<file path="src/rtl/embedding_lookup.sv">
// Embedding lookup: accepts a token index, reads EMB_DIM elements from an external
// table (1-cycle read latency) and presents the assembled vector downstream.
module embedding_lookup #(
  parameter int VOCAB   = 39,
  parameter int EMB_DIM = 4,
  parameter int DATA_W  = 16
) (
  input  logic                      clk,
  input  logic                      rst,
  input  logic                      tok_valid,
  output logic                      tok_ready,
  input  logic [5:0]                tok_idx,
  output logic                      emb_rd,
  output logic [5:0]                emb_row,
  output logic [1:0]                emb_col,
  input  logic [DATA_W-1:0]         emb_rdata,
  output logic                      vec_valid,
  input  logic                      vec_ready,
  output logic [EMB_DIM*DATA_W-1:0] vec_data,
  output logic                      err_oob,
  output logic [15:0]               vec_count
);

  localparam logic [1:0] IDLE  = 2'd0;
  localparam logic [1:0] FETCH = 2'd1;
  localparam logic [1:0] DRAIN = 2'd2;
  localparam logic [1:0] OUT   = 2'd3;

  localparam logic [1:0] LAST_COL = 2'(EMB_DIM - 1);

  logic [1:0] state;
  logic       cap_en;   // a read was issued last cycle, its data is on emb_rdata now
  logic [1:0] cap_col;  // column of that read
  logic       accept;
  logic       in_range;

  assign tok_ready = (state == IDLE);
  assign emb_rd    = (state == FETCH);
  assign vec_valid = (state == OUT);
  assign accept    = tok_valid && tok_ready;
  assign in_range  = {26'd0, tok_idx} < 32'(VOCAB);

  // NOTE: all state below uses non-blocking assignments so every register samples
  // pre-edge values; blocking here would make cap_col see the updated emb_col.
  always_ff @(posedge clk) begin
    if (rst) begin
      state     <= IDLE;
      emb_row   <= '0;
      emb_col   <= '0;
      err_oob   <= 1'b0;
      cap_en    <= 1'b0;
      cap_col   <= '0;
      vec_data  <= '0;
      vec_count <= '0;
    end else begin
      err_oob <= 1'b0;
      cap_en  <= emb_rd;
      cap_col <= emb_col;

      for (int k = 0; k < EMB_DIM; k++) begin
        if (cap_en && cap_col == 2'(k)) vec_data[k*DATA_W +: DATA_W] <= emb_rdata;
      end

      case (state)
        IDLE: begin
          if (accept) begin
            if (in_range) begin
              emb_row <= tok_idx;
              emb_col <= '0;
              state   <= FETCH;
            end else begin
              err_oob <= 1'b1;
            end
          end
        end
        FETCH: begin
          // Column counter parks on the last column so emb_col holds once reads stop.
          if (emb_col == LAST_COL) state <= DRAIN;
          else                     emb_col <= emb_col + 2'd1;
        end
        DRAIN: state <= OUT;
        OUT: begin
          if (vec_ready) begin
            vec_count <= vec_count + 16'd1;
            state     <= IDLE;
          end
        end
        default: state <= IDLE;
      endcase
    end
  end

endmodule

</file>
<file path="config.mk">
export PLATFORM = sky130hd
export DESIGN_NAME = embedding_lookup
export DESIGN_NICKNAME = d
export VERILOG_FILES = /design/src/rtl/embedding_lookup.sv
export SDC_FILE = /design/constraint.sdc
export NUM_CORES = 1
export LEC_CHECK = 0
export BUFFER_PORTS_ARGS = -buffer_cell sky130_fd_sc_hd__buf_4
export CAP_MARGIN = 40
export CELL_PAD_IN_SITES_DETAIL_PLACEMENT = 1
export CELL_PAD_IN_SITES_GLOBAL_PLACEMENT = 2
export CORE_AREA = 5 5 99 138
export CTS_CLUSTER_DIAMETER = 50
export DETAILED_ROUTE_END_ITERATION = 16
export DIE_AREA = 0 0 104 143
export GPL_TIMING_DRIVEN = 0
export PLACE_DENSITY_LB_ADDON = 0.1
export SKIP_CTS_REPAIR_TIMING = 1
export SLEW_MARGIN = 40
export SYNTH_ARGS = -nofsm -noshare
export SYNTH_HDL_FRONTEND = slang
export SYNTH_SLANG_ARGS = --single-unit
export TNS_END_PERCENT = 30
</file>
<file path="constraint.sdc">
create_clock -name clk -period 4 [get_ports clk]
set_input_delay 0.8 -clock clk [delete_from_list [all_inputs] [get_ports clk]]
set_output_delay 0.8 -clock clk [all_outputs]
set_load 0.01 [all_outputs]
</file>
Yosys cells after proc, flatten, opt, wreduce, memory -nomap -nowiden

Cells that the tools add are included.

Output and inout port bits: 92
Bits of input ports: 26
Flip-flop bits (word level): 94
Word-level logic and storage cells: 51

Eq/ne operators: 12
Bitwise gates (word level): 2
Mux-type cells: 10
Reductions and logical operators: 13
$lt $le $gt $ge: 1
$add $sub $neg: 2

Operator list:

| cell                    | count |
|---|---|
| $add A16 B1 Y16 const B | 1 |
| $mux W2                 | 7 |
| $eq A2 B2 Y1 const B    | 5 |
| $ne A2 B1 Y1 const B    | 4 |
| $pmux W2 S4             | 1 |
| $reduce_and A4 Y1       | 2 |
| $lt A6 B6 Y1 const B    | 1 |
| $logic_and A1 B1 Y1     | 5 |
| $eq A2 B1 Y1 const B    | 2 |
| $logic_not A2 Y1        | 2 |
| $pmux W2 S2             | 1 |
| $reduce_and A3 Y1       | 1 |
| $reduce_or A3 Y1        | 1 |
| $add A2 B1 Y2 const B   | 1 |
| $ne A2 B2 Y1 const B    | 1 |
| $not A1 Y1              | 2 |
| $reduce_and A2 Y1       | 1 |
| $reduce_bool A2 Y1      | 1 |
| $mux W1                 | 1 |

Depth between registers and ports, before layout

Gate-level depths: netlist (run 1).

Depth in word-level cells: 4
Gate-level depth with buffers: 6
Gate-level depth less buffers: 6

Least setup slack after synthesis (run 1)

No wires, ideal clock.

Path type: input -> register
Start point: in tok_idx[4]
End point: reg emb_col[0]
Data arrival time: 1.879 ns
Cell stages on the path: 4
Setup time: 0.123 ns
Path buffers: 0
Setup slack: 1.998 ns
Cell sequence: or3b_1 o221ai_2 o211a_1 mux2_1

Word-level cells in the longest chain between the ends: 3

Ends and longest elaborated chain:

| element                            | line | text |
|---|---|---|
| start, declared                    | 12   | `input logic [5:0] tok_idx,` |
| $lt A6 B6 Y1                       | 41   | `assign in_range = {26'd0, tok_idx} < 32'(VOCAB);` |
| $ne A2 B1 Y1 (no source line)      | -    |  |
| $reduce_and A4 Y1 (no source line) | -    |  |
| end signal, assigned               | 79   | `else emb_col <= emb_col + 2'd1;` |
| end, declared                      | 15   | `output logic [1:0] emb_col,` |

Every way passes these cells.
A chain may end at the register's enable or synchronous reset.

Worst setup path in the final report (run 1)

Start point: in rst
End point: reg vec_count[13]

RTL lines:

| element              | line | text |
|---|---|---|
| start, declared      | 9    | `input logic rst,` |
| end signal, assigned | 84   | `vec_count <= vec_count + 16'd1;` |
| end, declared        | 21   | `output logic [15:0] vec_count` |

No word-level cell between the ends.

==> results_dict.tcl, run 1 <==
set metrics [dict create \
    synth_nets 459 \
    hp-class "flop to flop" \
    n_antenna_cell 0 \
    fin_hold_ws_ns 0.457 \
    num_rows 48 \
    clk_latency_ns 0.34 \
    via_per_inst 4.71 \
    coreArea_um2 12300 \
    ant_nets 0 \
    grt_pass1_wl_um 18700 \
    pre_cts_ws_ns 1.34 \
    start_kind "input port" \
    tightestPinTransition_ns 0.624 \
    clockRootBuffer "clkbuf_16" \
    crit_type "input port to flop" \
    crit_path_max_incr_delay_ns 0.54 \
    fill_cells 1521 \
    synth_top_cell_by_area "dfxtp_1" \
    fmax_ghz 0.445 \
    fin_crit_sh_pct 56.2 \
    gp_congestion 0.753 \
    ir_drop_v 0.000260 \
    drc 0 \
    synth_top_cell_area_share_pct 52.8 \
    cts_num_sinks 94 \
    grt_max_degree 15 \
    path_cells "buf_4, clkbuf_1, clkbuf_1, clkbuf_1, a21oi_1" \
    drt_first_pass_iters 3 \
    end_kind "flop" \
    antenna_found_initial 0 \
    layout-drive-gt1-share_pct 25.9 \
    die_w_um 104 \
    post-place-cells 694 \
    rsz0062_at_grt "false" \
    routed_wl_um 11600 \
    p_leak_nw 2.03 \
    fin_skew_ns 0.00751 \
    ys.flop_type "dfxtp_1" \
    dieArea_um2 14900 \
    cp_top_family "buffers and inverters" \
    timing.critical_path.mode_cell "clkbuf_1" \
    initial_core_util_pct 29.1 \
    avgSynthCellArea_um2 8.35 \
    run_status "completed" \
    ys_ff_latch 94 \
    cts_tree "built" \
    grt_pass1_vias 3601 \
    critPathArrivalTime_ns 2.44 \
    fin_area_um2 4940 \
    worst-path-buf-inv 4 \
    power_density_nw_per_um2 456 \
    crit_path_max_fanout 10 \
    area_growth_pct 38.4 \
    fin_crit_ns 2.25 \
    instances_no_fill 710 \
    synthCells 427 \
    wl_per_cell_um 16.4 \
    setup_viol 0 \
    synth.distinct_cells 39 \
    layout_setup_ws_ns 1.75 \
    seqCellArea_um2 1880 \
    clockBufferDepth 2 \
    die_h_um 143 \
    ys_warn_count 0 \
    slew_headroom_pct 58.4 \
    cap_violations 0 \
    drt_iter0_markers 62 \
    fin_nets 587 \
    place_area_um2 4630 \
    ctsHtreeMaxLevel 3 \
    track_usage_pct 15.7 \
    numPortBuffers 117 \
    ys_async_sr_fraction_pct 0 \
    finalHoldViolations 0 \
    synth_edf_count 0 \
    fin_util_pct 40.3 \
    ys_top_cells_by_area "dfxtp_1, nand2_1, a21oi_1" \
    power.total_mw 2.25 \
    ioPinCount 118 \
    synth_area_um2 3570 \
    crit_slowest_cell "clkbuf_1" \
    drv_slew 0 \
    vias 3344 \
    hpwl_um 9070 \
    cp.required_ns 4.19 \
    layout_commonest_cell "nand2_1" \
    final_cell_mix "nand2_1, buf_4, dfxtp_1" \
    fin_setup_tns_ns 0 \
    cts_inserted_buffers 9 \
    multi_input_area_um2 1560 \
    synth-seq-area-share_pct 52.8 \
    globalRoute.totalOverflow 0 \
    clk_transition_reported_paths_ns 0.06 \
]
[flip-flops by register name (all words and copies together), names as in the netlist]
register / count
vec_data: 64
vec_count: 16
emb_row: 6
cap_col: 2
emb_col: 2
state: 2
cap_en: 1
err_oob: 1
[synth_stat cells, drive strengths merged, types with 3 or more instances]
cell type,number
dfxtp,94
and3,3
mux2i,6
nor2,17
xor2,10
ha,6
o31ai,3
and4,4
nand3,7
inv,6
nor2b,3
nand4,4
or4,3
buf,9
nand2,142
clkbuf,16
a21oi,73
[path summary, 6_finish.rpt]
path	startpoint	endpoint	slack [ns]	cells past startpoint
min reg2reg	vec_data[55]	vec_data[55]	0.46	2
max	rst	vec_count[13]	1.75	5
min	vec_data[55]	vec_data[55]	0.46	2
max reg2reg	state[0]	vec_count[15]	2.15	5
[layer usage]
metal	part of all wire (%)	track usage [%]	wire length (um)	up-vias
li1	-	-	-	1672
met1	39	16.6	4590	1583
met2	54	30.0	6290	78
met3	5.1	4.21	591	11
met4	1.4	4.91	158	0
met5	0	0	0	-
[power by group]
part / switching, mW / internal (mW)
logic: 0.200 / 0.157
clock network: 0.356 / 0.519
registers: 0.0359 / 0.984
[worst min-delay path: cells and delay by family (launching register included)]
family / cells / cell delay, ns
AO/OA/AOI/OAI: 1 / 0.05
flip-flops: 1 / 0.31
AND/OR/NAND/NOR: 1 / 0.05
[layout make-up]
type / count / area share (%)
tap: 150 / 3.80
timing repair buffer: 117 / 17.8
clock buffer: 13 / 5.27
clock inverter: 3 / 0.862
buffer: 25 / 2.18
sequential: 94 / 38.1
inverter: 6 / 0.456
multi-input combinational: 302 / 31.5
[cells by family after synthesis]
logic type | after synthesis | synth area share [%]
and+or+nand+nor | 194 | 23.8
AOI/OAI and AO/OA | 85 | 13.3
xor gates and xnor gates | 10 | 2.46
DFF | 94 | 52.8
buffers and inverters | 31 | 3.65
muxes | 7 | 2.00
adders and majority gates | 6 | 2.10
Note: power is estimated with default switching activity, not from simulation.
==> run 2: changes to the inputs <==
--- a/config.mk
+++ b/config.mk
@@ -9,10 +9,10 @@
 export CAP_MARGIN = 40
 export CELL_PAD_IN_SITES_DETAIL_PLACEMENT = 1
 export CELL_PAD_IN_SITES_GLOBAL_PLACEMENT = 2
-export CORE_AREA = 5 5 99 138
+export CORE_AREA = 5 5 102 142
 export CTS_CLUSTER_DIAMETER = 50
 export DETAILED_ROUTE_END_ITERATION = 16
-export DIE_AREA = 0 0 104 143
+export DIE_AREA = 0 0 107 147
 export GPL_TIMING_DRIVEN = 0
 export PLACE_DENSITY_LB_ADDON = 0.1
 export SKIP_CTS_REPAIR_TIMING = 1
==> constraint.sdc (replaced) <==
create_clock -name clk -period 2.3 [get_ports clk]
set_input_delay 0.46 -clock clk [delete_from_list [all_inputs] [get_ports clk]]
set_output_delay 0.46 -clock clk [all_outputs]
set_load 0.01 [all_outputs]
==> run 2 against run 1 <==
  * Global-route usage down 0.35 points
  * Cell area about the same
  * Flip-flop and latch count unchanged
  * Core utilization decreased by 2.7 points
  * Clock skew hardly changed
  * Clock-buffer cell count down 1
  * Sequential share of layout area about the same
  * Register-to-register slack worse by 1.7 ns
  * Worst hold slack got worse by 0.16 ns
  * Clock power rose by 67%
  * Combinational power is 75% higher
  * Total power grew 72%
==> results_dict.tcl, run 2 (same netlist as run 1, synthesis figures left out) <==
set metrics [dict create \
    run_status "completed" \
    clockRootBuffer "clkbuf_16" \
    start_kind "flop" \
    die_w_um 107 \
    area_growth_pct 38.4 \
    coreArea_um2 13100 \
    drt_first_pass_iters 4 \
    worst-path-buf-inv 0 \
    largest_reg_flops 64 \
    hpwl_um 9340 \
    tightestPinTransition_ns 0.607 \
    vias 3404 \
    pwr-share-comb_pct 16.1 \
    fin_crit_sh_pct 82.3 \
    clkPwrFrac_pct 37.9 \
    power_density_nw_per_um2 783 \
    ant_nets 0 \
    hp-class "input port to flop" \
    setup_viol 0 \
    final_cell_mix "nand2_1, buf_4, dfxtp_1" \
    fin_crit_ns 1.89 \
    reg.largest.list "vec_data (64), vec_count (16), emb_row (6)" \
    drv_slew 0 \
    instances_no_fill 716 \
    ir_drop_v 0.000295 \
    layout_setup_ws_ns 0.408 \
    path_cells "ha_1, and4_1, nand2_2, or4_1, a21oi_1" \
    antenna_found_initial 0 \
    critPathArrivalTime_ns 2.16 \
    globalRoute.totalOverflow 0 \
    layout-drive-gt1-share_pct 26.3 \
    cp.required_ns 2.57 \
    cts_num_sinks 94 \
    cp_top_family "simple AND/OR/NAND/NOR gates" \
    num_rows 50 \
    track_usage_pct 15.3 \
    dieArea_um2 15700 \
    fin_nets 587 \
    cts_inserted_buffers 9 \
    cap_violations 0 \
    cts_tree "built" \
    drc 0 \
    clk_latency_ns 0.34 \
    crit_path_max_incr_delay_ns 0.48 \
    layout_commonest_cell "nand2_1" \
    place_area_um2 4640 \
    pre_cts_ws_ns -0.0650 \
    grt_pass1_wl_um 18700 \
    rsz0062_at_grt "false" \
    fin_skew_ns 0.00781 \
    switching_share_pct 27.3 \
    n_antenna_cell 0 \
    crit_type "flop to flop" \
    crit_slowest_cell "or4_1" \
    slew_headroom_pct 59.5 \
    wl_per_cell_um 16.6 \
    p_sw_mw 1.06 \
    finalHoldViolations 0 \
    fin_area_um2 4940 \
    internal_power_mw 2.81 \
    ioPinCount 118 \
    die_h_um 147 \
    grt_max_degree 16 \
    p_seq_share_pct 46.0 \
    clockBufferDepth 2 \
    top_register "vec_data" \
    clk_transition_reported_paths_ns 0.07 \
    numPortBuffers 117 \
    routed_wl_um 11900 \
    grt_pass1_vias 3575 \
    via_per_inst 4.75 \
    crit_path_max_fanout 9 \
    ctsHtreeMaxLevel 3 \
    post-place-cells 700 \
    gp_congestion 0.772 \
    initial_core_util_pct 27.2 \
    end_kind "flop" \
    p_leak_nw 2.03 \
    drt_iter0_markers 66 \
    fmax_ghz 0.529 \
]
## run 2: worst register-to-register path, stage by stage (launching register included)
cell     delay (ns)
dfxtp_1        0.41
ha_1           0.33
and4_1         0.32
nand2_2        0.15
or4_1          0.48
a21oi_1        0.14
## run 2: metrics by stage
step / hold WS (ns) / utilization (%) / TNS [ns] / power, mW
3_3_place_gp: 0.444 / 35.3 / 0 / 2.44
5_1_grt: 0.284 / 37.6 / 0 / 4.07
2_1_floorplan: 0.481 / - / 0 / 2.14
3_5_place_dp: 0.450 / 35.3 / -0.517 / 2.46
4_1_cts: 0.284 / 37.6 / 0 / 3.94
6_report: 0.299 / 37.6 / 0 / 3.86
## run 2: routing by layer
layer	share of wire, %	global-route usage (%)	up-vias
li1	-	-	1672
met1	39	16.1	1641
met2	55	29.4	80
met3	5.2	3.65	11
met4	1.2	4.99	0
met5	0	0	-
## run 2: path summary, 6_finish.rpt
check | start | to | slack, ns | cells after the start
hold reg to reg | vec_data[9] | vec_data[9] | 0.46 | 2
setup reg to reg | state[0] | vec_count[15] | 0.41 | 5
setup / recovery | state[0] | vec_count[15] | 0.41 | 5
hold / removal | rst | cap_col[0] | 0.30 | 2
## run 2: power by group through the flow
stage          sequential (mW)  combinational, mW  clock [mW]
6_report                  1.78              0.624        1.46
5_1_grt                   1.79              0.699        1.58
4_1_cts                   1.78              0.643        1.52
3_5_place_dp              1.82              0.641           0
3_3_place_gp              1.81              0.626           0
2_1_floorplan             1.83              0.318           0
## run 2: layout make-up
cell class | count | area (um^2)
plain buffers | 25 | 108
clock buffers | 12 | 267
clock inverters | 4 | 30.0
fillers | 1590 | 8200
inverters | 6 | 22.5
multi-input cells | 302 | 1560
flip-flops and latches | 94 | 1880
well taps | 156 | 195
repair buffers | 117 | 878
